## src/rtl/test_seq_pkg.sv

```systemverilog
// Shared types and field helpers for the MIPS test sequencer and its interrupt generators.
package test_seq_pkg;

  typedef enum logic [2:0] {IDLE, RST, RUN, REPORT, DONE} state_t;
  typedef enum logic [1:0] {P_WAIT, P_HIGH, P_LOW, P_END} irq_phase_t;

  localparam int LEN_W  = 8;
  localparam int GAP_W  = 8;
  localparam int REPS_W = 4;

  // Channel fields are packed channel 0 in the least significant slot.
  function automatic int field_lsb(input int ch, input int width);
    return ch * width;
  endfunction

endpackage

```

## src/rtl/irq_pulse_gen.sv

```systemverilog
// One interrupt channel: waits for cyc==start, then emits reps pulses of len
// high cycles separated by gap low cycles. Silent when len or reps is zero.
module irq_pulse_gen
  import test_seq_pkg::*;
#(
  parameter int CW = 32
) (
  input  logic              ph1,
  input  logic              reset,
  input  logic              run,
  input  logic [CW-1:0]     cyc,
  input  logic [CW-1:0]     start,
  input  logic [LEN_W-1:0]  len,
  input  logic [GAP_W-1:0]  gap,
  input  logic [REPS_W-1:0] reps,
  output logic              irq
);

  irq_phase_t        phase;
  logic [LEN_W-1:0]  cnt;
  logic [REPS_W-1:0] left;
  logic              enabled;
  logic [CW-1:0]     cyc_next;

  assign enabled  = (len != '0) && (reps != '0);
  assign cyc_next = cyc + 1'b1;
  assign irq      = run && (phase == P_HIGH);

  // NOTE: sequential state uses non-blocking assignments so every register
  // samples pre-edge values, independent of statement order.
  always_ff @(posedge ph1 or posedge reset) begin
    if (reset) begin
      phase <= P_WAIT;
      cnt   <= '0;
      left  <= '0;
    end else if (!run) begin
      // Preload outside RUN so start==0 is already high on the first RUN cycle.
      phase <= (enabled && start == '0) ? P_HIGH : P_WAIT;
      cnt   <= len;
      left  <= reps;
    end else begin
      case (phase)
        P_WAIT: begin
          if (enabled && cyc_next == start) begin
            phase <= P_HIGH;
            cnt   <= len;
          end
        end
        P_HIGH: begin
          if (cnt == LEN_W'(1)) begin
            if (left == REPS_W'(1)) begin
              phase <= P_END;
            end else begin
              left <= left - 1'b1;
              if (gap == '0) begin
                cnt <= len;
              end else begin
                phase <= P_LOW;
                cnt   <= gap;
              end
            end
          end else begin
            cnt <= cnt - 1'b1;
          end
        end
        P_LOW: begin
          if (cnt == LEN_W'(1)) begin
            phase <= P_HIGH;
            cnt   <= len;
          end else begin
            cnt <= cnt - 1'b1;
          end
        end
        default: phase <= P_END;
      endcase
    end
  end

endmodule

```

## config.mk

```make
export PLATFORM = sky130hd
export DESIGN_NAME = irq_pulse_gen
export DESIGN_NICKNAME = d
export VERILOG_FILES = /design/src/rtl/test_seq_pkg.sv /design/src/rtl/irq_pulse_gen.sv
export SDC_FILE = /design/constraint.sdc
export NUM_CORES = 1
export LEC_CHECK = 0
export CAP_MARGIN = 20
export CORE_MARGIN = 1.5
export CORE_UTILIZATION = 40
export DETAILED_ROUTE_END_ITERATION = 6
export GPL_ROUTABILITY_DRIVEN = 1
export PLACE_DENSITY_LB_ADDON = 0.1
export SLEW_MARGIN = 10
export SYNTH_ARGS = -nofsm -noshare
export SYNTH_HDL_FRONTEND = slang
export SYNTH_SLANG_ARGS = --single-unit
export TNS_END_PERCENT = 20
```

## constraint.sdc

```tcl
create_clock -name ph1 -period 2.1 [get_ports ph1]
set_input_delay 0.525 -clock ph1 [delete_from_list [all_inputs] [get_ports ph1]]
set_output_delay 0.525 -clock ph1 [all_outputs]
set_load 0.03 [all_outputs]
```

# Yosys cells after proc, flatten, opt, wreduce, memory -nomap -nowiden
# Cells that the tools add are included.
totals:
  register_bits: 14
  in_bits: 87
  output_inout_bits: 1
  wordCells: 51
op_classes:
  addsub: 3
  n_eq_ne: 14
  mux: 19
  n_reduce_logical: 12
op_table:
  columns: ["cell", "n"]
  rows:
  - ["two-way mux 8 bit", 6]
  - ["adder 32 x 1 -> 32 bit, second input constant", 1]
  - ["== test 32 bit", 1]
  - ["zero test 32 bit", 1]
  - ["case mux 8 bit (3 select lines)", 1]
  - ["two-way mux 4 bit", 4]
  - ["two-way mux 2 bit", 6]
  - ["== test 8 x 1 -> 1 bit, second input constant", 1]
  - ["zero test 8 bit", 1]
  - ["!= test 4 bit, second input constant", 2]
  - ["nonzero test 8 bit", 1]
  - ["subtractor 8 x 1 -> 8 bit, second input constant", 1]
  - ["!= test 3 bit, second input constant", 2]
  - ["case mux 2 bit (3 select lines)", 1]
  - ["AND reduction 3 bit", 2]
  - ["== test 4 x 1 -> 1 bit, second input constant", 1]
  - ["logical AND 1 bit", 4]
  - ["!= test 2 x 1 -> 1 bit, second input constant", 2]
  - ["!= test 4 x 1 -> 1 bit, second input constant", 1]
  - ["AND reduction 4 bit", 1]
  - ["nonzero test 4 bit", 1]
  - ["subtractor 4 x 1 -> 4 bit, second input constant", 1]
  - ["!= test 3 x 2 -> 1 bit, second input constant", 1]
  - ["== test 2 x 1 -> 1 bit, second input constant", 1]
  - ["other kinds (4)", 4]

# Longest topological paths before layout
logic_depth:
  ltp_word: 6
  ltp_mapped: 11
  mapped_depth_nobuf: 10

# Worst setup path before layout
# No wires, ideal clock.
synth_timing:
  path_kind: "input to register"
  startpoint: "in cyc[16]"
  endpoint: "reg cnt[1]"
  setup_time_ns: 0.125
  arrival_ns: 3.043
  required_ns: 1.975
  slack_ns: -1.068
  cell_stages: 11
  path_buffers: 2
  path_cell_list: "buf_2 nand4_1 nor4_2 nand4_1 xnor2_1 or4_1 nor4_2 nand3_1 o211a_1 buf_6 mux2_4"
synth_between:
  elab_chain_len: 5
synth_rtl:
  columns: ["element", "line", "source"]
  rows:
  - ["from (decl)", "irq_pulse_gen.sv:11", "input logic [CW-1:0] cyc,"]
  - ["adder 32 x 1 -> 32 bit", "irq_pulse_gen.sv:26", "assign cyc_next = cyc + 1'b1;"]
  - ["== test 32 bit", "irq_pulse_gen.sv:44", "if (enabled && cyc_next == start) begin"]
  - ["logical AND 1 bit", "irq_pulse_gen.sv:44", null]
  - ["!= test 3 bit (no line)", null, null]
  - ["AND reduction 3 bit (no line)", null, null]
  - ["to (signal assigned)", "irq_pulse_gen.sv:39", "cnt <= len;"]
  - ["to (signal assigned)", "irq_pulse_gen.sv:46", "cnt <= len;"]
  - ["to (signal assigned)", "irq_pulse_gen.sv:56", "cnt <= len;"]
  - ["to (decl)", "irq_pulse_gen.sv:20", "logic [LEN_W-1:0] cnt;"]
# No other way between the ends.
# A chain may end at the register's enable or synchronous reset.

# Final worst setup path
layout_timing:
  startpoint: "in cyc[23]"
  endpoint: "reg cnt[5]"
# Same word-level chain as after synthesis.

==> results.md <==
* GR peak layer: met2
* Hold buffers post-CTS at 0
* Placed wire-length estimate at 7650 um
* Number of placed I/O pins at 88
* Vias/cell at 5.53
* Largest net degree at the start of global routing at 17
* Hold Slack at 0.589 ns
* Final Wtd Congestion at 0.936
* Failing checks: setup timing
* Inserted Diodes at 0
* Leading post-synthesis cells by cell area: dfrtp_1 (14%), xnor2_1 (8.2%), xor2_1 (7.8%)
* Final Util at 0.735
* Final Hold Vio Count at 0
* Vias in the first global route at 3326
* Fin crit period at 2.86 ns
* PwrDens at 580 nW/um^2
* Syn-to-layout area delta at 79.4%
* WL final at 9400 um
* CP endpoint kind: flop
* Core footprint at 6280 um^2
* Leak Pwr at 1.96 nW
* Layout cells sized above 1 at 0.351
* Worst Setup Start Kind: primary input
* Most frequent cell after synthesis: nand2_1
* FF-to-FF path depth at 9
* Area post-placement at 4320 um^2
* Final net count at 652
* Primary FF master, synth: dfrtp_1
* Max rail drop VDD at 0.923 mV
* WS Path Type: primary input to flop
* RR Startpoint: cnt[2]
* Crit-path cells: buf_6 > nand4_1 > buf_4 > nor4_4 > nand2_1 > xnor2_1 > or4_4 > nor4_4 > nand3_1 > o211a_4 > mux2_4
* FFs w/ async S/R, synth at 1.00
* Synth area leader: dfrtp_1
* Fmax at 349 MHz
* Period utilisation layout at 1.36
* Die area at 6920 um^2
* Initial drt markers at 151
* Top delay family on crit path: simple AND/OR/NAND/NOR gates
* CTS Buffer Depth at 2
* M2 GR Usage at 0.454
* Slew HR at 0.599
* Die height at 83.2 um
* Final setup vio count at 10
* Status: complete, but fails checks
* FF-to-FF End: cnt[7]
* CTS tree: done
* Most frequent CP cell: nor4_4
* Worst path required time at 2.23 ns
* Final Worst Setup Slack at -0.765 ns
* Max stage delay on crit path at 0.44 ns
* Skew final at 0.00207 ns
* Overall routing resource usage at 0.260
* Crit path to: cnt[5]
* Buf/Inv on CP at 2
* Initial Util at 0.410
* Met3 Use GR at 0.0239
* Overall power at 2.67 mW
* Pre-antenna DRT Iters at 5
* Flop-to-flop setup slack at -0.26 ns
* Flops & latches, synth at 14
* Pins Over Slew Limit at 0
* Worst Max-Slew Pin Slew at 0.594 ns
* Initial antenna violation count at 0
* Launch point of the worst path: cyc[23]
* CP arrival at 3.00 ns
* # DRC at 0
* Fillers at 497
* Worst skew pair latency at 0.25 ns
* Grt total ovfl at 0
* Row count at 29
* Cells after synthesis at 349
* # clock sinks at 14
* First-pass GRT wire length at 15200 um
* Input/output buffers at 87
* Sequential-to-total area share from yosys stat at 0.136
* Post-Syn Area per Cell at 7.37 um^2
* Hold crit path type: flop to flop
* TritonCTS Buffers at 3
* Drt wl/cell at 14.9 um
* Overall die width at 83.2 um
* Final Instance Area at 4620 um^2
* ANT nets after route at 0
* Ys Warns at 0
* Commonest cells in the netlist: nand2_1 (38), nor2_1 (26), a21oi_1 (25)
* Clock Tree Root: clkbuf_8
* Htree depth at 1
* Post-synth top area share at 0.136
* Via count at 3495
* Worst-path clk slew at 0.06 ns
* M1 GR Usage at 0.363
* Post-synth EDFFs at 0
* Critical-path top delay cell: or4_4
* Synth Net Count at 445
* MaxCap Viol Count at 0
* Hold Crit Depth at 1
* RSZ-0062 raised after global routing: yes
* Instance count on the critical path at 11
* Distinct cells, synth at 57
* Cell Area, Synth at 2570 um^2
* CP Max Fanout at 7
-- layout by cell type, fill, tap and decap left out, types with 9 or more instances in the layout --
cell type,instances
buf_4,122
clkdlybuf4s50_1,58
nand2_1,38
nor2_1,24
a21oi_1,24
xnor2_1,23
xor2_1,23
o21ai_0,16
inv_1,14
dfrtp_1,14
nor4_1,13
buf_6,13
nand3_1,12
nand4_1,12
nor3_1,9
-- registers in the layout (all words and copies together), names as in the netlist --
| register | flops |
|---|---|
| cnt | 8 |
| left | 4 |
| phase | 2 |
-- logic make-up (layout without fill, tap and decap cells) --
kind of cell,Yosys count,in the layout,share of synthesized area
flops,14,14,0.136
mux,11,11,0.0550
fa+ha+maj,9,9,0.0438
xor+xnor,47,47,0.160
buf+inv,25,231,0.0404
simple gates,159,159,0.352
compound gates,84,84,0.213
-- metal layers --
layer | vias up | routed length (um)
li1 | 1730 | -
met2 | 138 | 4540
met1 | 1616 | 4280
met4 | 0 | 95
met5 | - | 0
met3 | 11 | 482
-- report_power, final --
| part | switching (mW) | internal [mW] |
|---|---|---|
| Clock | 0.0990 | 0.166 |
| Sequential | 0.0937 | 0.376 |
| Combinational | 0.941 | 0.999 |
| Total | 1.13 | 1.54 |
-- stage by stage --
stage	std cells	setup TNS (ns)	setup WS, ns
6_report	632	-7.27	-0.765
5_1_grt	632	-7.99	-0.828
4_1_cts	628	-6.47	-0.688
3_5_place_dp	611	-14.54	-1.47
3_3_place_gp	611	-13.67	-1.40
2_1_floorplan	349	-7.46	-0.839
-- timing repair --
item                       CTS  global route
gates resized for setup     96            29
pin swaps                   22            10
buffers inserted            13             4
setup endpoints to repair   14            15
-- area by class of cell --
| class | instances | area [um^2] | share of cell area |
|---|---|---|---|
| timing repair buffer | 213 | 1770 | 0.384 |
| sequential | 14 | 350 | 0.0759 |
| inverter | 14 | 52.6 | 0.0114 |
| tap | 77 | 96.3 | 0.0209 |
| clock buffer | 4 | 55.1 | 0.0119 |
| multi-input combinational | 310 | 2290 | 0.496 |
-- how the worst min path moves through the flow --
stage / slack, ns / endpoint / start
after floorplan: 0.41 / cnt[0] / reset
after global placement: 0.55 / cnt[6] / cnt[6]
after detailed placement: 0.56 / cnt[6] / cnt[6]
after CTS: 0.57 / cnt[6] / cnt[6]
after global routing: 0.60 / cnt[6] / cnt[6]
final: 0.59 / cnt[6] / cnt[6]
Power figures use the tool's default switching activity.
